## src/rtl/mc_dp_pkg.sv

```systemverilog
// Shared encodings for the multicycle datapath: ALU ops, operand/result selects,
// immediate formats and the iterative multiplier state.
package mc_dp_pkg;

  localparam logic [2:0] ALU_ADD = 3'b000;
  localparam logic [2:0] ALU_SUB = 3'b001;
  localparam logic [2:0] ALU_AND = 3'b010;
  localparam logic [2:0] ALU_ORR = 3'b011;
  localparam logic [2:0] ALU_EOR = 3'b100;
  localparam logic [2:0] ALU_MOV = 3'b101;

  localparam logic [1:0] SRCA_A      = 2'b00;
  localparam logic [1:0] SRCA_PC     = 2'b01;
  localparam logic [1:0] SRCA_ALUOUT = 2'b10;

  localparam logic [1:0] SRCB_WD   = 2'b00;
  localparam logic [1:0] SRCB_IMM  = 2'b01;
  localparam logic [1:0] SRCB_STEP = 2'b10;

  localparam logic [1:0] RES_ALUOUT = 2'b00;
  localparam logic [1:0] RES_DATA   = 2'b01;
  localparam logic [1:0] RES_ALU    = 2'b10;
  localparam logic [1:0] RES_MUL    = 2'b11;

  localparam logic [1:0] IMM_B8  = 2'b00;
  localparam logic [1:0] IMM_B12 = 2'b01;
  localparam logic [1:0] IMM_BR  = 2'b10;

  typedef enum logic [1:0] {
    MUL_IDLE = 2'b00,
    MUL_RUN  = 2'b01,
    MUL_DONE = 2'b10
  } mul_state_t;

endpackage

```

## src/rtl/mc_iter_mul.sv

```systemverilog
// Shift-add multiplier retiring MUL_BPC multiplier bits per cycle; done pulses WIDTH/MUL_BPC+1 cycles after start.
// MUL_EARLY_EXIT_EN: leave RUN as soon as the remaining multiplier bits are zero (same result, shorter latency).
module mc_iter_mul #(
  parameter int WIDTH   = 32,
  parameter int MUL_BPC = 1
) (
  input  logic             clk,
  input  logic             reset,
  input  logic             start,
  input  logic [WIDTH-1:0] op_a,
  input  logic [WIDTH-1:0] op_b,
  output logic             busy,
  output logic             done,
  output logic [WIDTH-1:0] result
);
  import mc_dp_pkg::*;

  localparam int STEPS = WIDTH / MUL_BPC;
  localparam int CW    = $clog2(STEPS);

  mul_state_t       state;
  logic [WIDTH-1:0] mcand;
  logic [WIDTH-1:0] mplier;
  logic [WIDTH-1:0] acc;
  logic [WIDTH-1:0] acc_next;
  logic [WIDTH-1:0] mplier_next;
  logic [CW-1:0]    cnt;
  logic             last;

  always_comb begin
    acc_next = acc;
    for (int i = 0; i < MUL_BPC; i++) begin
      if (mplier[i]) acc_next = acc_next + (mcand << i);
    end
  end

  assign mplier_next = mplier >> MUL_BPC;

`ifdef MUL_EARLY_EXIT_EN
  assign last = (cnt == CW'(STEPS - 1)) || (mplier_next == '0);
`else
  assign last = (cnt == CW'(STEPS - 1));
`endif

  always_ff @(posedge clk or negedge reset) begin
    if (!reset) begin
      state  <= MUL_IDLE;
      mcand  <= '0;
      mplier <= '0;
      acc    <= '0;
      cnt    <= '0;
      result <= '0;
    end else begin
      case (state)
        MUL_IDLE: begin
          if (start) begin
            mcand  <= op_a;
            mplier <= op_b;
            acc    <= '0;
            cnt    <= '0;
            state  <= MUL_RUN;
          end
        end
        MUL_RUN: begin
          acc    <= acc_next;
          mcand  <= mcand << MUL_BPC;
          mplier <= mplier_next;
          cnt    <= cnt + 1'b1;
          // result is a separate register so it stays stable while the next product accumulates
          if (last) begin
            result <= acc_next;
            state  <= MUL_DONE;
          end
        end
        MUL_DONE: state <= MUL_IDLE;
        default:  state <= MUL_IDLE;
      endcase
    end
  end

  assign busy = (state == MUL_RUN);
  assign done = (state == MUL_DONE);

endmodule

```

## src/rtl/mc_datapath_mul.sv

```systemverilog
// Multicycle datapath (PC, IR, Data/A/B/ALUOut, regfile, extender, ALU) plus iterative multiplier on ResultSrc=11.
// Optional MUL_EARLY_EXIT_EN shortens multiplier latency for small multipliers; results are unchanged.
module mc_datapath_mul #(
  parameter int WIDTH   = 32,
  parameter int PC_STEP = 4,
  parameter int MUL_BPC = 1
) (
  input  logic             clk,
  input  logic             reset,
  output logic [WIDTH-1:0] Adr,
  output logic [WIDTH-1:0] WriteData,
  input  logic [WIDTH-1:0] ReadData,
  output logic [31:0]      Instr,
  output logic [3:0]       ALUFlags,
  input  logic             PCWrite,
  input  logic             RegWrite,
  input  logic             IRWrite,
  input  logic             AdrSrc,
  input  logic [1:0]       RegSrc,
  input  logic [1:0]       ALUSrcA,
  input  logic [1:0]       ALUSrcB,
  input  logic [1:0]       ResultSrc,
  input  logic [1:0]       ImmSrc,
  input  logic [2:0]       ALUControl,
  input  logic             MulStart,
  output logic             MulBusy,
  output logic             MulDone
);
  import mc_dp_pkg::*;

  localparam int MSB = WIDTH - 1;

  logic [WIDTH-1:0] pc;
  logic [WIDTH-1:0] data;
  logic [WIDTH-1:0] a_reg;
  logic [WIDTH-1:0] b_reg;
  logic [WIDTH-1:0] alu_out;
  logic [WIDTH-1:0] result;
  logic [WIDTH-1:0] rd1;
  logic [WIDTH-1:0] rd2;
  logic [WIDTH-1:0] ext_imm;
  logic [WIDTH-1:0] src_a;
  logic [WIDTH-1:0] src_b;
  logic [WIDTH-1:0] alu_result;
  logic [WIDTH-1:0] mul_result;
  logic [3:0]       ra1;
  logic [3:0]       ra2;
  logic             carry;
  logic             ovf;
  logic [WIDTH-1:0] rf [0:15];

  always_ff @(posedge clk or negedge reset) begin
    if (!reset) begin
      pc      <= '0;
      Instr   <= '0;
      data    <= '0;
      a_reg   <= '0;
      b_reg   <= '0;
      alu_out <= '0;
    end else begin
      if (PCWrite) pc <= result;
      if (IRWrite) Instr <= ReadData[31:0];
      data    <= ReadData;
      a_reg   <= rd1;
      b_reg   <= rd2;
      alu_out <= alu_result;
    end
  end

  always_ff @(posedge clk) begin
    if (RegWrite) rf[Instr[15:12]] <= result;
  end

  assign ra1 = RegSrc[0] ? 4'd15 : Instr[19:16];
  assign ra2 = RegSrc[1] ? Instr[15:12] : Instr[3:0];
  // R15 is not a storage location: reads see the current Result
  assign rd1 = (ra1 == 4'd15) ? result : rf[ra1];
  assign rd2 = (ra2 == 4'd15) ? result : rf[ra2];

  always_comb begin
    case (ImmSrc)
      IMM_B8:  ext_imm = {{(WIDTH-8){1'b0}}, Instr[7:0]};
      IMM_B12: ext_imm = {{(WIDTH-12){1'b0}}, Instr[11:0]};
      IMM_BR:  ext_imm = {{(WIDTH-26){Instr[23]}}, Instr[23:0], 2'b00};
      default: ext_imm = '0;
    endcase
  end

  always_comb begin
    case (ALUSrcA)
      SRCA_A:      src_a = a_reg;
      SRCA_PC:     src_a = pc;
      SRCA_ALUOUT: src_a = alu_out;
      default:     src_a = '0;
    endcase
    case (ALUSrcB)
      SRCB_WD:   src_b = b_reg;
      SRCB_IMM:  src_b = ext_imm;
      SRCB_STEP: src_b = WIDTH'(PC_STEP);
      default:   src_b = '0;
    endcase
  end

  always_comb begin
    alu_result = '0;
    carry      = 1'b0;
    ovf        = 1'b0;
    case (ALUControl)
      ALU_ADD: begin
        {carry, alu_result} = {1'b0, src_a} + {1'b0, src_b};
        ovf = (src_a[MSB] == src_b[MSB]) && (alu_result[MSB] != src_a[MSB]);
      end
      ALU_SUB: begin
        // carry set means no borrow
        {carry, alu_result} = {1'b0, src_a} + {1'b0, ~src_b} + (WIDTH+1)'(1);
        ovf = (src_a[MSB] != src_b[MSB]) && (alu_result[MSB] != src_a[MSB]);
      end
      ALU_AND: alu_result = src_a & src_b;
      ALU_ORR: alu_result = src_a | src_b;
      ALU_EOR: alu_result = src_a ^ src_b;
      ALU_MOV: alu_result = src_b;
      default: alu_result = '0;
    endcase
  end

  assign ALUFlags = {alu_result[MSB], (alu_result == '0), carry, ovf};

  always_comb begin
    case (ResultSrc)
      RES_ALUOUT: result = alu_out;
      RES_DATA:   result = data;
      RES_ALU:    result = alu_result;
      RES_MUL:    result = mul_result;
      default:    result = '0;
    endcase
  end

  assign Adr       = AdrSrc ? result : pc;
  assign WriteData = b_reg;

  mc_iter_mul #(
    .WIDTH   (WIDTH),
    .MUL_BPC (MUL_BPC)
  ) u_mul (
    .clk    (clk),
    .reset  (reset),
    .start  (MulStart),
    .op_a   (a_reg),
    .op_b   (b_reg),
    .busy   (MulBusy),
    .done   (MulDone),
    .result (mul_result)
  );

endmodule

```

## config.mk

```make
export PLATFORM = sky130hd
export DESIGN_NAME = mc_datapath_mul
export DESIGN_NICKNAME = d
export VERILOG_FILES = /design/src/rtl/mc_dp_pkg.sv /design/src/rtl/mc_iter_mul.sv /design/src/rtl/mc_datapath_mul.sv
export SDC_FILE = /design/constraint.sdc
export NUM_CORES = 2
export LEC_CHECK = 0
export ABC_CLOCK_PERIOD_IN_PS = 7140
export BUFFER_PORTS_ARGS = -buffer_cell sky130_fd_sc_hd__buf_2
export CAP_MARGIN = 20
export CELL_PAD_IN_SITES_DETAIL_PLACEMENT = 0
export CELL_PAD_IN_SITES_GLOBAL_PLACEMENT = 1
export CORE_MARGIN = 5
export CORE_UTILIZATION = 51
export DETAILED_ROUTE_END_ITERATION = 10
export PLACE_DENSITY = 0.83
export REMOVE_ABC_BUFFERS = 1
export SETUP_SLACK_MARGIN = 0.3
export SYNTH_ARGS = -nofsm -noshare
export SYNTH_HDL_FRONTEND = slang
export SYNTH_HIERARCHICAL = 1
export SYNTH_SLANG_ARGS = --single-unit
export TNS_END_PERCENT = 20
```

## constraint.sdc

```tcl
create_clock -name clk -period 7.14 [get_ports clk]
set_input_delay 0.357 -clock clk [delete_from_list [all_inputs] [get_ports clk]]
set_output_delay 0.357 -clock clk [all_outputs]
set_load 0.01 [all_outputs]
```

# Word-level counts from Yosys, hierarchy flattened
# Memories as Yosys holds them, arrays and structs flattened.
# Index checks and enable logic that the tools add are counted.
# Widths: inputs -> output; s select.
[classes]
add_sub_neg = 5
eq_ne = 25
mux = 26
n_bitwise = 4
n_reduce_logical = 13
[ops]
columns = ["op", "n"]
rows = [
  ["$pmux 32 s3", 3],
  ["$mux 32", 7],
  ["$pmux 32 s2", 3],
  ["$pmux 32 s6", 1],
  ["$pmux 32 s4", 1],
  ["$add 32x32->33", 2],
  ["$add 33x1->33 const B", 1],
  ["$add 32x32->32", 1],
  ["$and 32x32->32", 1],
  ["$logic_not 32->1", 1],
  ["$not 32->32", 1],
  ["$or 32x32->32", 1],
  ["$xor 32x32->32", 1],
  ["$eq 2x2->1 const B", 6],
  ["$eq 2x1->1 const B", 5],
  ["$logic_not 2->1", 5],
  ["$pmux 5 s2", 1],
  ["$eq 4x4->1 const B", 2],
  ["$mux 4", 2],
  ["$eq 3x2->1 const B", 2],
  ["$eq 3x3->1 const B", 2],
  ["$reduce_and 2->1", 3],
  ["$add 5x1->5 const B", 1],
  ["$eq 5x5->1 const B", 1],
  ["13 further kinds", 19],
]
[totals]
register_bits = 327
ramBits = 512
input_bits = 52
output_inout_bits = 102
mem_count = 1
[memory_table]
columns = ["memory", "depth", "word_bits", "read_ports", "rd_ports_with_merged_regs", "wr", "line_no", "rtl"]
rows = [
  ["rf", 16, 32, 2, 0, 1, "mc_datapath_mul.sv:50", "logic [WIDTH-1:0] rf [0:15];"],
]

# Longest topological paths before layout
[depth]
depth_word = 9
mapped_depth = 21
ltp_nobuf = 18

# Cells and area by module
# The synthesis kept the hierarchy.
[modules_own_cells]
columns = ["module", "n_inst", "cells_per_inst", "area_each_um2"]
rows = [
  ["mc_datapath_mul", 1, 3188, 37513.5],
  ["mc_iter_mul", 1, 840, 7677.4],
]

# Worst setup path after synthesis
# Ideal clock, no wire load.
[synth_timing]
path_kind = "in2out"
from = "in ALUSrcA[1]"
to = "out ALUFlags[2]"
arrival_time_ns = 5.147
required_time_ns = 6.783
setup_slack_ns = 1.636
stages = 18
path_cell_list = "clkbuf_1 -> buf_1 -> mux2i_1 -> nor2_1 -> a21o_1 -> ha_1 -> buf_2 -> nor2_1 -> a221oi_1 -> a21oi_1 -> xnor2_1 -> a221o_1 -> or4b_1 -> or4_1 -> or4_1 -> or4_1 -> nor4_1 -> and4_1"
[synth_between]
elab_chain_len = 6
word_cells_on_any_way = 12
cone_classes = "3 x add/sub; 2 x eq/ne; 2 x mux; 3 x bitwise; 2 x reduce/logical"
[synth_rtl]
columns = ["item", "line_no", "rtl"]
rows = [
  ["start: declaration", "mc_datapath_mul.sv:20", "input logic [1:0] ALUSrcA,"],
  ["$eq 2x2->1, or another cell as far along", "mc_datapath_mul.sv:90", "case (ALUSrcA)"],
  ["$pmux 32 s3 *", "mc_datapath_mul.sv:90", ""],
  ["$add 32x32->33", "mc_datapath_mul.sv:115", "{carry, alu_result} = {1'b0, src_a} + {1'b0, ~src_b} + (WIDTH+1)'(1);"],
  ["$add 33x1->33", "mc_datapath_mul.sv:115", ""],
  ["$pmux 32 s6 *", "mc_datapath_mul.sv:108", "case (ALUControl)"],
  ["net alu_result[5]", "mc_datapath_mul.sv:44", "logic [WIDTH-1:0] alu_result;"],
  ["$logic_not 32->1 *", "mc_datapath_mul.sv:126", "assign ALUFlags = {alu_result[MSB], (alu_result == '0), carry, ovf};"],
  ["end: declaration", "mc_datapath_mul.sv:14", "output logic [3:0] ALUFlags,"],
]
# Mark *: on every way through the listed nets, which the timed path passes. The rest lies on a longest branch.

# Final worst setup path
[layout_timing]
from = "reg Instr[10]"
to = "out ALUFlags[2]"
[layout_between]
elab_chain_len = 7
word_cells_on_any_way = 11
cone_classes = "3 x add/sub; 3 x mux; 4 x bitwise; 1 x reduce/logical"
[layout_rtl]
columns = ["item", "line_no", "rtl"]
rows = [
  ["start: declaration", "mc_datapath_mul.sv:13", "output logic [31:0] Instr,"],
  ["start signal: assignment", "mc_datapath_mul.sv:62", "if (IRWrite) Instr <= ReadData[31:0];"],
  ["$pmux 32 s3 *", "mc_datapath_mul.sv:81", "case (ImmSrc)"],
  ["$pmux 32 s3 *", "mc_datapath_mul.sv:96", "case (ALUSrcB)"],
  ["$not 32->32", "mc_datapath_mul.sv:115", ""],
  ["$add 32x32->33", "mc_datapath_mul.sv:115", ""],
  ["$add 33x1->33", "mc_datapath_mul.sv:115", ""],
  ["$pmux 32 s6 *", "mc_datapath_mul.sv:108", ""],
  ["net alu_result[14]", "mc_datapath_mul.sv:44", ""],
  ["$logic_not 32->1 *", "mc_datapath_mul.sv:126", ""],
]
# Marked as above.

==> flow_summary.toml <==
[yosys]
syn_area_um2 = 45190
ys_ff_latch = 834
synth-compound-area-share_pct = 17.56
synth_edf_count = 507
yosysWarnings = 6
synth_cells = 4028
ys_seq_area_share_pct = 51.80
synth.distinct_cells = 89
synth_top_family_by_area = "compound AO/OA/AOI/OAI gates"
synthMuxAreaShare_pct = 12.47
synth_fa_ha_area_share_pct = 3.760
synth_area_per_cell_um2 = 11.22
synth_xor_area_share_pct = 0.8915
synth_top_flop_cell = "edfxtp_1"
yosys-top-cells-area = "edfxtp_1 (34%), dfrtp_1 (18%), mux4_2 (6.4%)"
synthSimpleGateAreaFrac_pct = 9.549
yosys.area.top_type_share_pct = 33.69
yosysTopAreaCell = "edfxtp_1"
async_flop_share_pct = 39.21

[cts]
post_cts_buffers = 0
cts_tree = "built"
clkLatencyLatePin_ps = 660
clockRootBuffer = "clkbuf_16"
clock-sinks = 834
cts.path.max_buffers = 3
h-tree-depth = 3
cts_buffers = 87
clkTransAtPathRegs_ps = 60

[grt]
track_usage_pct = 31.88
grt_overflow = 0
grt_max_degree = 149
grt-busiest-layer = "met2"
antenna_found_initial = 7
grt_pass1_wl_um = 226700
grt_use_met2_pct = 50.91
grt_pass1_vias = 34440
met3_usage_pct = 6.403
grt_use_met1_pct = 43.05

[timing]
fin_crit_sh_pct = 91.26
max_slew_margin_pct = 21.08
skew_ps = 23.35
rsz0062_at_grt = "no"
setup_viol = 0
fmax_mhz = 153.5
min_period_ps = 6516
maxSlewViolCount = 0
hold_ws_ps = 215.9
tightest_slew_ps = 1184
hold_viol_final = 0

[critical_path]
worstSetupPathType = "reg2out"
critPathLaunchType = "register"
crit_required_ps = 6780
crit_top_cell = "or4_1"
cp.arrival_ps = 6160
reg2regPathDepth = 16
max_stage_delay_ps = 590
worstPathMaxFanout = 12
worst_setup_path_end_kind = "output port"
cp_slowest_cell = "dfrtp_1"
path_cells = "nand4b_1 -> a31oi_1 -> inv_1 -> ha_1 -> nor4_1 -> nand4_1 -> a21oi_1 -> nor3_1 -> mux2i_1 -> o211ai_1 -> or4_1 -> or4_1 -> or4_1 -> nor4_1 -> and4_1 -> buf_2"

[layout]
fin_area_um2 = 50630
fillers = 7390
largest_register_ffs = 507
area_growth_pct = 12.03
fin_cells = 5325
final_cell_mix = "edfxtp_1 (507), dfrtp_1 (322), a21oi_1 (316)"
final_common_cell = "edfxtp_1"
nNetsFinal = 4272
fin_util_pct = 57.47
drive_gt1_share_pct = 15.65

[route]
drcViolationCount = 0
drt-total-wl_um = 155400
antenna_left = 0
wl_per_cell_um = 29.18
drt_pass1_iterations = 6
vias = 35620
vias_per_cell = 6.689
dr.first_iter.drc_count = 4530

[die]
initial_utilization_pct = 51.29
die_x_um = 307.7
die_h_um = 307.7
io_pins = 154
die_area_um2 = 94660
core_um2 = 88100
fp-row-count = 109

[placement]
gp_congestion = 0.9983
place_hpwl_um = 101300
port_buffers = 153
dpl.cell_count = 5127
dpl_cell_area_um2 = 47270

[flow_run]
maxCapViolCount = 0

[power]
irDropWorstVdd_mv = 0.2115
cellPowerDensity_nw_per_um2 = 314.2
leakage_uw = 0.01969

[hold_path]
hold_depth = 2
hp-class = "in2reg"

[status]
status = "complete, no violations"
## final cells by class
| type | instances | area (um2) | share of cell area (%) |
|---|---|---|---|
| flip-flops and latches | 834 | 23420 | 46.25 |
| repair buffers | 289 | 1934 | 3.821 |
| clock inverters | 41 | 546.8 | 1.080 |
| well taps | 1165 | 1458 | 2.879 |
| clock buffers | 121 | 2447 | 4.834 |
| multi-input cells | 2727 | 20270 | 40.04 |
| inverters | 147 | 551.8 | 1.090 |
| diodes | 1 | 2.502 | 0.004943 |
## metrics by stage
stage | TNS (ps) | setup slack [ps] | total power (uW)
4_1_cts | 0 | 376.4 | 15850
3_3_place_gp | 0 | 729.1 | 11060
5_1_grt | 0 | 307.5 | 16580
3_5_place_dp | 0 | 650.4 | 11100
6_report | 0 | 624.2 | 15910
2_1_floorplan | -385270 | -6302 | 9464
## path summary, 6_finish.rpt
kind,start,endpoint,slack [ps]
min in group asynchronous,reset,u_mul/cnt[0],370
setup reg to reg,Instr[2],rf[4][29],1300
max in group asynchronous,reset,Instr[16],5190
hold reg to reg,u_mul/result[9],u_mul/result[9],480
setup / recovery,Instr[10],ALUFlags[2],620
hold / removal,ALUControl[0],alu_out[1],220
## synth_stat cells, types with 28 or more instances
cell      count
a211oi_1     40
o221ai_1     99
mux4_2      128
mux2_2       65
edfxtp_1    507
a31oi_1      28
nor2_1      282
buf_1        47
dfrtp_1     327
o21ai_1      44
nand2_1     298
mux2i_1     202
nor3_1       43
xnor2_1      33
a21oi_1     317
nor2b_1      59
clkbuf_1    257
nand3_1     138
o22ai_1      83
nand2b_1     28
inv_1       142
a32oi_1      30
o21ai_0     178
a21o_1       70
ha_1        131
a22oi_1     108
o211ai_1     43
## cells by family (layout without fill, tap and decap cells)
family / Yosys count / in the layout
compound gates: 1207 / 1207
xor+xnor: 46 / 46
fa+ha+maj: 134 / 134
buf+inv: 467 / 598
flops: 834 / 834
mux: 395 / 395
other cells: 0 / 1
simple gates: 945 / 945
## report_power, final
group | switching [uW] | internal, uW | total [uW]
sequential | 606 | 5880 | 6490
combinational | 3000 | 1670 | 4680
clock | 1970 | 2780 | 4750
## per-layer routing
layer	vias up	wire length [um]
met1	17680	60100
met2	2080	71900
li1	15460	-
met5	-	13
met4	2	7034
met3	391	16310
## repair_timing
item / in CTS / in global routing
setup endpoints to repair: 0 / 22
resized for setup: 0 / 6
endpoints found under the hold margin: 170 / 0
hold buffers: 33 / 0
## critical path: cells and delay by family, from the launching register on
family,cells,cell delay (ps)
multiplexers,1,190
buffers and inverters,2,270
AO/OA/AOI/OAI,3,880
AND/OR/NAND/NOR,9,3100
adder cells (fa/ha/maj),1,480
flip-flops,1,590
Note: power is estimated with default switching activity, not from simulation.
